**config.mk**
```make
export PLATFORM = sky130hd
export DESIGN_NAME = pipe_drawer_flat
export DESIGN_NICKNAME = d
export VERILOG_FILES = /design/src/rtl/pipe_drawer_pkg.sv /design/src/rtl/pipe_drawer_if.sv /design/src/rtl/pipe_drawer_column_scanner.sv /design/src/rtl/pipe_drawer.sv /design/src/flat_wrapper.sv
export SDC_FILE = /design/constraint.sdc
export NUM_CORES = 1
export LEC_CHECK = 0
export BUFFER_PORTS_ARGS = -buffer_cell sky130_fd_sc_hd__buf_2
export CORE_MARGIN = 5
export CORE_UTILIZATION = 45
export DETAILED_ROUTE_END_ITERATION = 6
export GPL_ROUTABILITY_DRIVEN = 0
export PLACE_DENSITY = 0.66
export SLEW_MARGIN = 25
export SYNTH_ARGS = -nofsm -noshare
export SYNTH_HDL_FRONTEND = slang
export SYNTH_SLANG_ARGS = --single-unit
```
**constraint.sdc**
```tcl
create_clock -name CLOCK_50 -period 2.4 [get_ports CLOCK_50]
set_clock_uncertainty 0.05 [all_clocks]
set_input_delay 0.72 -clock CLOCK_50 [delete_from_list [all_inputs] [get_ports CLOCK_50]]
set_output_delay 0.72 -clock CLOCK_50 [all_outputs]
set_load 0.01 [all_outputs]
```
**src/rtl/pipe_drawer_pkg.sv**
```systemverilog
// Shared screen geometry and colour constants for the pipe datapath
// (position register, drawer, collision logic), plus the small helpers
// the drawer uses to pick pixel colours and decide whether a column is visible.
package pipe_drawer_pkg;

  localparam int unsigned SCREEN_W = 160;
  localparam int unsigned SCREEN_H = 120;
  localparam int unsigned PIPE_W   = 8;
  localparam int unsigned GAP_H    = 20;

  typedef logic [2:0] colour_t;

  localparam colour_t PIPE_COLOUR = 3'b010;
  localparam colour_t BG_COLOUR   = 3'b000;

  // Columns are carried at 9 bits so x + PIPE_W never wraps back on screen.
  function automatic logic on_screen(input logic [8:0] col);
    return col < 9'(SCREEN_W);
  endfunction

  // 8-bit compare so a gap that runs past the bottom is truncated rather than
  // wrapping to row 0.
  function automatic colour_t row_colour(input logic [6:0] row, input logic [6:0] gap);
    logic [7:0] top;
    logic [7:0] bot;
    logic [7:0] r;
    top = {1'b0, gap};
    bot = top + 8'(GAP_H - 1);
    r   = {1'b0, row};
    return (r >= top && r <= bot) ? BG_COLOUR : PIPE_COLOUR;
  endfunction

endpackage

```
**src/rtl/pipe_drawer_if.sv**
```systemverilog
// Handshake and VGA pixel bus between the game-tick logic, the pipe drawer
// and the VGA adapter.
//  start/pipe_x/gap_y : request from game-tick logic (master drives)
//  busy/done          : drawer status (slave drives)
//  vga_x/vga_y/colour/plot : pixel write to the VGA adapter (slave drives)
interface pipe_drawer_if;
  import pipe_drawer_pkg::*;

  logic       start;
  logic [7:0] pipe_x;
  logic [6:0] gap_y;
  logic       busy;
  logic       done;
  logic [7:0] vga_x;
  logic [6:0] vga_y;
  colour_t    colour;
  logic       plot;

  modport master (
    output start, pipe_x, gap_y,
    input  busy, done, vga_x, vga_y, colour, plot
  );

  modport slave (
    input  start, pipe_x, gap_y,
    output busy, done, vga_x, vga_y, colour, plot
  );

endinterface

```
**src/rtl/pipe_drawer_column_scanner.sv**
```systemverilog
// Row counter for one column pass of the pipe drawer.
//  i_clk, i_rst : clock, asynchronous active-high reset
//  i_clr        : restart at row 0 (wins over i_en)
//  i_en         : advance one row
//  o_row        : current row, 0..SCREEN_H-1
//  o_last       : o_row is the final row of the column
module pipe_drawer_column_scanner
  import pipe_drawer_pkg::*;
(
  input  logic       i_clk,
  input  logic       i_rst,
  input  logic       i_clr,
  input  logic       i_en,
  output logic [6:0] o_row,
  output logic       o_last
);

  logic [6:0] r_row;

  always_ff @(posedge i_clk or posedge i_rst) begin
    if (i_rst) begin
      r_row <= '0;
    end else if (i_clr) begin
      r_row <= '0;
    end else if (i_en) begin
      r_row <= r_row + 7'd1;
    end
  end

  assign o_row  = r_row;
  assign o_last = (r_row == 7'(SCREEN_H - 1));

endmodule

```
**src/rtl/pipe_drawer.sv**
```systemverilog
// Pipe drawer: on a start pulse, erases the column the pipe just vacated
// (x + PIPE_W) and paints the new leading column x, leaving the gap in the
// background colour. One pixel per clock; off-screen columns still take the
// full SCREEN_H cycles but are not plotted.
//  CLOCK_50 : system clock
//  reset    : asynchronous active-high reset
//  bus      : pipe_drawer_if.slave (start/pipe_x/gap_y in; busy/done and VGA pixel out)
module pipe_drawer
  import pipe_drawer_pkg::*;
(
  input logic          CLOCK_50,
  input logic          reset,
  pipe_drawer_if.slave bus
);

  typedef enum logic [1:0] {S_IDLE, S_ERASE, S_DRAW, S_FINISH} state_t;

  state_t     r_state;
  logic [7:0] r_x;
  logic [6:0] r_gap;
  logic       r_busy;
  logic       r_done;
  logic       r_plot;
  logic [7:0] r_vga_x;
  logic [6:0] r_vga_y;
  colour_t    r_colour;

  logic       w_clr;
  logic       w_en;
  logic [6:0] w_row;
  logic       w_last;
  logic [6:0] w_row_nxt;
  logic [8:0] w_ce_in;
  logic [8:0] w_cd;

  pipe_drawer_column_scanner u_scanner (
    .i_clk  (CLOCK_50),
    .i_rst  (reset),
    .i_clr  (w_clr),
    .i_en   (w_en),
    .o_row  (w_row),
    .o_last (w_last)
  );

  always_comb begin
    w_clr = 1'b0;
    w_en  = 1'b0;
    case (r_state)
      S_IDLE:           w_clr = bus.start;
      S_ERASE, S_DRAW: begin
        w_clr = w_last;
        w_en  = ~w_last;
      end
      default: ;
    endcase
  end

  assign w_row_nxt = w_row + 7'd1;
  assign w_ce_in   = {1'b0, bus.pipe_x} + 9'(PIPE_W);
  assign w_cd      = {1'b0, r_x};

  // Pixel outputs are loaded from the row the scanner moves to on the same
  // edge, so the registered pixel always matches the scanner's current row.
  always_ff @(posedge CLOCK_50 or posedge reset) begin
    if (reset) begin
      r_state  <= S_IDLE;
      r_x      <= '0;
      r_gap    <= '0;
      r_busy   <= 1'b0;
      r_done   <= 1'b0;
      r_plot   <= 1'b0;
      r_vga_x  <= '0;
      r_vga_y  <= '0;
      r_colour <= BG_COLOUR;
    end else begin
      r_done <= 1'b0;
      case (r_state)
        S_IDLE: begin
          if (bus.start) begin
            r_x      <= bus.pipe_x;
            r_gap    <= bus.gap_y;
            r_state  <= S_ERASE;
            r_busy   <= 1'b1;
            r_vga_x  <= w_ce_in[7:0];
            r_vga_y  <= '0;
            r_colour <= BG_COLOUR;
            r_plot   <= on_screen(w_ce_in);
          end
        end
        S_ERASE: begin
          if (w_last) begin
            r_state  <= S_DRAW;
            r_vga_x  <= r_x;
            r_vga_y  <= '0;
            r_colour <= row_colour('0, r_gap);
            r_plot   <= on_screen(w_cd);
          end else begin
            r_vga_y <= w_row_nxt;
          end
        end
        S_DRAW: begin
          if (w_last) begin
            r_state  <= S_FINISH;
            r_busy   <= 1'b0;
            r_done   <= 1'b1;
            r_plot   <= 1'b0;
            r_colour <= BG_COLOUR;
          end else begin
            r_vga_y  <= w_row_nxt;
            r_colour <= row_colour(w_row_nxt, r_gap);
          end
        end
        S_FINISH: r_state <= S_IDLE;
        default:  r_state <= S_IDLE;
      endcase
    end
  end

  assign bus.busy   = r_busy;
  assign bus.done   = r_done;
  assign bus.plot   = r_plot;
  assign bus.vga_x  = r_vga_x;
  assign bus.vga_y  = r_vga_y;
  assign bus.colour = r_colour;

endmodule

```
**src/flat_wrapper.sv**
```systemverilog
// flat-port wrapper written by rule: the top's interface ports become plain ports
module pipe_drawer_flat import pipe_drawer_pkg::*;
  (CLOCK_50, reset, bus_start, bus_pipe_x, bus_gap_y, bus_busy, bus_done, bus_vga_x, bus_vga_y, bus_colour, bus_plot);
  pipe_drawer_if bus_i ();
  input logic CLOCK_50;
  input logic reset;
  input wire logic [$bits(bus_i.start)-1:0] bus_start;
  input wire logic [$bits(bus_i.pipe_x)-1:0] bus_pipe_x;
  input wire logic [$bits(bus_i.gap_y)-1:0] bus_gap_y;
  output wire logic [$bits(bus_i.busy)-1:0] bus_busy;
  output wire logic [$bits(bus_i.done)-1:0] bus_done;
  output wire logic [$bits(bus_i.vga_x)-1:0] bus_vga_x;
  output wire logic [$bits(bus_i.vga_y)-1:0] bus_vga_y;
  output wire logic [$bits(bus_i.colour)-1:0] bus_colour;
  output wire logic [$bits(bus_i.plot)-1:0] bus_plot;
  assign bus_i.start = bus_start;
  assign bus_i.pipe_x = bus_pipe_x;
  assign bus_i.gap_y = bus_gap_y;
  assign bus_busy = bus_i.busy;
  assign bus_done = bus_i.done;
  assign bus_vga_x = bus_i.vga_x;
  assign bus_vga_y = bus_i.vga_y;
  assign bus_colour = bus_i.colour;
  assign bus_plot = bus_i.plot;
  pipe_drawer u_core (.CLOCK_50(CLOCK_50), .reset(reset), .bus(bus_i));
endmodule
```
==> impl_metrics.json, run 1 <==
{
  "finalHoldViolCount": 0,
  "powerDensity_mw_per_mm2": 1350,
  "synthArstFlopShare_pct": 100,
  "antenna_cells": 0,
  "fin_crit_sh_pct": 93.7,
  "syn_area_per_cell_um2": 9.86,
  "grt_pass1_vias": 1929,
  "cts.clk_slew.worst_paths_ns": 0.08,
  "max_stage_delay_ns": 0.38,
  "drt_iter0_markers": 79,
  "cp-start-kind": "flip-flop",
  "cts_sinks": 43,
  "multi_input_area_mm2": 0.00143,
  "rr_startpoint": "u_core.r_gap[0]",
  "setup_viol": 0,
  "fmax_ghz": 0.445,
  "cp_max_fo": 3,
  "dr.pass1.iters": 4,
  "grt-ovfl-total": 0,
  "synth_edf_count": 0,
  "syn_inst": 257,
  "ctsLongestPathBuffers": 2,
  "dp.cells": 374,
  "max_slew_margin_pct": 50.2,
  "arrival_ns": 2.38,
  "critPathKind": "reg -> reg",
  "worst_path_most_repeated_cell": "o21ai_1",
  "regArea_mm2": 0.00108,
  "area_delta_synth_final_pct": 22.5,
  "dieArea_mm2": 0.00723,
  "pin_count": 39,
  "synth_warnings": 0,
  "whs_path_depth": 2,
  "dpl_cell_area_mm2": 0.00288,
  "cts_tree": "yes",
  "power_leakage_nw": 1.51,
  "crit_buf_inv": 2,
  "die_h_um": 85.1,
  "ys_ff_latch": 43,
  "final_nets": 352,
  "ys_types": 39,
  "dp_hpwl_mm": 4.17,
  "final.min_clock_period_ns": 2.25,
  "num_rows": 27,
  "die_w_um": 85.1,
  "final_cell_mix": "dfrtp_1, buf_2, nand2_1, ha_1, buf_4",
  "hold_buffers": 0,
  "start_util_pct": 46.0,
  "yosys_most_used_dff": "dfrtp_1",
  "clk_latency_ns": 0.29,
  "cp_slowest_cell": "dfrtp_1",
  "tightestPinTransition_ns": 0.741,
  "cp_cell_sequence": "inv_1 -> ha_4 -> nor2_4 -> buf_4 -> xnor2_1 -> ha_1 -> and3_4 -> a221oi_2 -> o21ai_1 -> a32oi_1 -> o21ai_1",
  "vdd_drop_max_v": 0.000625,
  "numCtsBuffers": 5,
  "vias": 2010,
  "drt_wl_total_mm": 5.59,
  "grt_pass1_wl_mm": 9.18,
  "fillers": 485,
  "stdcell_count": 385,
  "crit_cells": 11,
  "yosysSeqAreaShare_pct": 42.4,
  "r2r_cells": 11,
  "status": "finished clean",
  "hp-start": "u_core.bus.vga_y[4]",
  "setup_slack_ns": 0.152,
  "cp_top_family": "compound AO/OA/AOI/OAI gates",
  "finish.instance_area_mm2": 0.00310,
  "port-buffer-count": 36,
  "vias_per_cell": 5.22,
  "end_kind": "flip-flop",
  "wl_per_cell_um": 14.5,
  "postRouteAntennaNets": 0,
  "hp-class": "reg -> reg",
  "cts.htree.levels": 2,
  "layout-drive-gt1-share_pct": 31.3,
  "place_ws_ns": -0.0292,
  "synthesis.area_mm2": 0.00253,
  "grt_max_degree": 44,
  "final_common_cell": "dfrtp_1",
  "track_usage_pct": 15.7,
  "required_ns": 2.53,
  "antenna_found_initial": 0,
  "root_buffer": "clkbuf_8",
  "startpoint": "u_core.r_gap[0]",
  "max_cap_violations": 0,
  "route.detailed.drc": 0,
  "slew_viol_final": 0,
  "core_mm2": 0.00551
}
## layer usage
metal / part of all wire, % / routed length, um / global-route usage [%] / vias to the layer above
met5: 0 / 0 / 0 / -
met4: 0.68 / 38 / 4.32 / 0
li1: - / - / - / 998
met1: 45 / 2520 / 20.6 / 970
met2: 50 / 2810 / 26.3 / 38
met3: 3.9 / 220 / 3.20 / 4
## synthesized netlist by cell type (2+ instances only)
library cell | instances | area [um^2]
a21o_1 | 3 | 22.5
o21ai_2 | 2 | 17.5
o31ai_1 | 2 | 15.0
ha_1 | 22 | 275
o21ai_1 | 8 | 40.0
and3_1 | 2 | 12.5
or3_1 | 2 | 12.5
o21ai_0 | 10 | 50.1
nand4_1 | 3 | 18.8
clkbuf_1 | 5 | 18.8
inv_1 | 14 | 52.6
nand2_1 | 29 | 109
xnor2_1 | 9 | 78.8
xor2_1 | 9 | 78.8
nor2_1 | 22 | 82.6
mux2i_1 | 6 | 60.1
mux2_2 | 16 | 180
buf_4 | 2 | 15.0
a21oi_1 | 11 | 55.1
dfrtp_1 | 43 | 1080
a211oi_1 | 2 | 15.0
o311a_1 | 2 | 20.0
nand2b_1 | 4 | 25.0
nor3_1 | 2 | 10.0
buf_6 | 2 | 22.5
nand3_1 | 12 | 60.1
## flip-flops by register name, summed over array words and instances (netlist names)
name	cells
u_core.bus.colour	1
u_core.bus.vga_x	8
u_core.bus.plot	1
u_core.r_gap	7
u_core.r_state	2
u_core.bus.busy	1
u_core.r_x	8
u_core.bus.done	1
u_core.bus.vga_y	7
u_core.u_scanner.o_row	7
## stage by stage
step | util, % | hold WS, ns | TNS (ns) | total power [W]
6_report | 56.4 | 0.424 | 0 | 0.00419
5_1_grt | 56.4 | 0.458 | -0.0181 | 0.00456
4_1_cts | 54.8 | 0.431 | 0 | 0.00404
3_5_place_dp | 52.3 | 0.410 | -0.0292 | 0.00341
3_3_place_gp | 52.3 | 0.403 | 0 | 0.00334
2_1_floorplan | - | 0.429 | 0 | 0.00276
## worst paths after layout
path / endpoint / slack (ns)
max: u_core.bus.colour[1] / 0.15
min: u_core.bus.vga_y[4] / 0.42
max reg2reg: u_core.bus.colour[1] / 0.15
min reg2reg: u_core.bus.vga_y[4] / 0.42
max in group asynchronous: u_core.u_scanner.o_row[3] / 1.40
min in group asynchronous: u_core.bus.vga_x[4] / 0.50
## report_power, final
part	internal, W	leakage (nW)	switching, W
clock network	0.000337	0.0612	0.000252
logic	0.00110	0.915	0.00126
registers	0.00102	0.534	0.000223
total	0.00245	1.51	0.00174
## final cells by class
class	instances	share of cell area [%]
Tap cell	72	2.90
Inverter	14	1.69
Timing Repair Buffer	56	10.6
Clock buffer	6	2.66
Multi-Input combinational cell	192	46.2
Clock inverter	2	1.13
Sequential cell	43	34.8
## worst min-delay path, cell delays in order (launching register included)
cell     delay [ns]
dfrtp_1        0.35
nand2_1        0.05
nand2_1        0.05
## cells by family after synthesis
logic type	Yosys count	share of synthesized area, %
and+or+nand+nor	80	14.3
AOI/OAI and AO/OA	48	12.3
DFF	43	42.4
buffers and inverters	23	4.29
adders and majority gates	22	10.9
muxes	22	9.48
xor gates and xnor gates	18	6.22
other	1	0.148
## repair_timing
item,in CTS,in global routing
buffers inserted,2,1
setup endpoints to repair,1,1
endpoints found under the hold margin,0,0
resized for setup,3,18
pin swaps,0,5
Power figures use the tool's default switching activity.
==> run 2, diff against run 1 <==
Settings changed: CORE_ASPECT_RATIO set to 1.5.
==> impl_metrics.json, run 2 (synthesized netlist as in run 1, its figures left out) <==
{
  "grt_max_degree": 25,
  "place_ws_ns": 0.0445,
  "num_rows": 33,
  "grt-ovfl-total": 0,
  "power_leakage_nw": 1.51,
  "arrival_ns": 2.40,
  "wl_per_cell_um": 14.1,
  "critPathKind": "reg -> reg",
  "root_buffer": "clkbuf_8",
  "layout-drive-gt1-share_pct": 28.8,
  "antenna_cells": 0,
  "track_usage_pct": 16.2,
  "hp-class": "in -> async",
  "final_nets": 351,
  "cts.clk_slew.worst_paths_ns": 0.08,
  "postRouteAntennaNets": 0,
  "pin_count": 39,
  "core_mm2": 0.00549,
  "cts_sinks": 43,
  "antenna_found_initial": 0,
  "max_cap_violations": 0,
  "powerDensity_mw_per_mm2": 1330,
  "grt_pass1_vias": 1964,
  "status": "finished clean",
  "cp-start-kind": "flip-flop",
  "final_cell_mix": "dfrtp_1, buf_2, nand2_1, ha_1, buf_4",
  "start_util_pct": 46.2,
  "finish.instance_area_mm2": 0.00305,
  "stdcell_count": 382,
  "regToRegSetupSlack_ns": 0.13,
  "hold_buffers": 0,
  "die_h_um": 102,
  "clk_latency_ns": 0.29,
  "cts_tree": "yes",
  "cp_max_fo": 3,
  "final_common_cell": "dfrtp_1",
  "setup_viol": 0,
  "setup_slack_ns": 0.130,
  "holdWs_ns": 0.409,
  "area_delta_synth_final_pct": 20.5,
  "vias_per_cell": 5.17,
  "slew_viol_final": 0,
  "final_util_pct": 55.6,
  "dpl_cell_area_mm2": 0.00288,
  "vias": 1974,
  "grt_pass1_wl_mm": 9.30,
  "ctsLongestPathBuffers": 2,
  "route.detailed.drc": 0,
  "drt_wl_total_mm": 5.39,
  "finalHoldViolCount": 0,
  "fin_crit_sh_pct": 94.6,
  "r2r_cells": 10,
  "dp_hpwl_mm": 4.34,
  "cts.htree.levels": 2,
  "die_w_um": 71.3,
  "end_kind": "flip-flop",
  "final.min_clock_period_ns": 2.27,
  "fmax_ghz": 0.441,
  "vdd_drop_max_v": 0.000668,
  "dp.cells": 372,
  "port-buffer-count": 36,
  "numCtsBuffers": 5,
  "dr.pass1.iters": 4,
  "dieArea_mm2": 0.00726,
  "required_ns": 2.53,
  "drt_iter0_markers": 66,
  "tightestPinTransition_ns": 0.752,
  "fillers": 497,
  "max_slew_margin_pct": 49.4
}
[run 2: cell types whose count changed in the layout (fill, tap and decap cells not counted), moves of 2 or more]
cell	before	now
dfrtp_2	3	0
nor2_2	2	4
ha_4	2	0
ha_2	0	2
dfrtp_1	40	43
nor2_4	2	0
[run 2: area by class of cell]
type	count	area [um^2]	share of cell area [%]
clock inverter	2	60.1	1.97
sequential	43	1080	35.2
inverter	14	52.6	1.72
tap	70	87.6	2.87
clock buffer	6	72.6	2.38
timing repair buffer	55	323	10.6
multi-input combinational	192	1380	45.3
[run 2: metrics by stage]
stage / total power, W / TNS [ns]
global placement: 0.00332 / 0
finish: 0.00408 / 0
floorplan: 0.00276 / 0
global route: 0.00446 / -0.000211
CTS: 0.00406 / 0
detailed placement: 0.00338 / 0
[run 2: routing by layer]
metal	vias to the layer above	global-route usage (%)	share of wire, %
met5	-	0	0
met4	0	6.80	2.4
met3	13	2.95	3.7
met2	39	29.5	54
met1	927	18.5	39
li1	995	-	-
[run 2: path summary, 6_finish.rpt]
path	start	endpoint
min in group CLOCK_50	u_core.bus.vga_y[3]	u_core.bus.vga_y[3]
worst max register to register	u_core.u_scanner.o_row[1]	u_core.bus.colour[1]
max in group asynchronous	reset	u_core.u_scanner.o_row[3]
worst min-delay path	reset	u_core.bus.vga_x[1]
worst max-delay path	u_core.u_scanner.o_row[1]	u_core.bus.colour[1]
worst min register to register	u_core.bus.vga_y[3]	u_core.bus.vga_y[3]
[run 2: where the power goes]
| group | internal [W] | switching (W) | leakage, nW |
|---|---|---|---|
| registers | 0.00101 | 0.000199 | 0.538 |
| logic | 0.00100 | 0.00119 | 0.909 |
| clock network | 0.000416 | 0.000248 | 0.0654 |
[run 2: timing repair]
action                     CTS  global route
setup endpoints to repair    0             1
setup buffers                0             2
resized for setup            0            10
[run 2: critical path: stages, from the launching register on]
cell and delay, ns:
dfrtp_1 0.38, ha_2 0.21, nand3_2 0.10, nor2_2 0.16, xor2_1 0.22, ha_1 0.28, and3_1 0.19, a221oi_2 0.24
o21ai_1 0.09, a32oi_1 0.17, o21ai_1 0.09
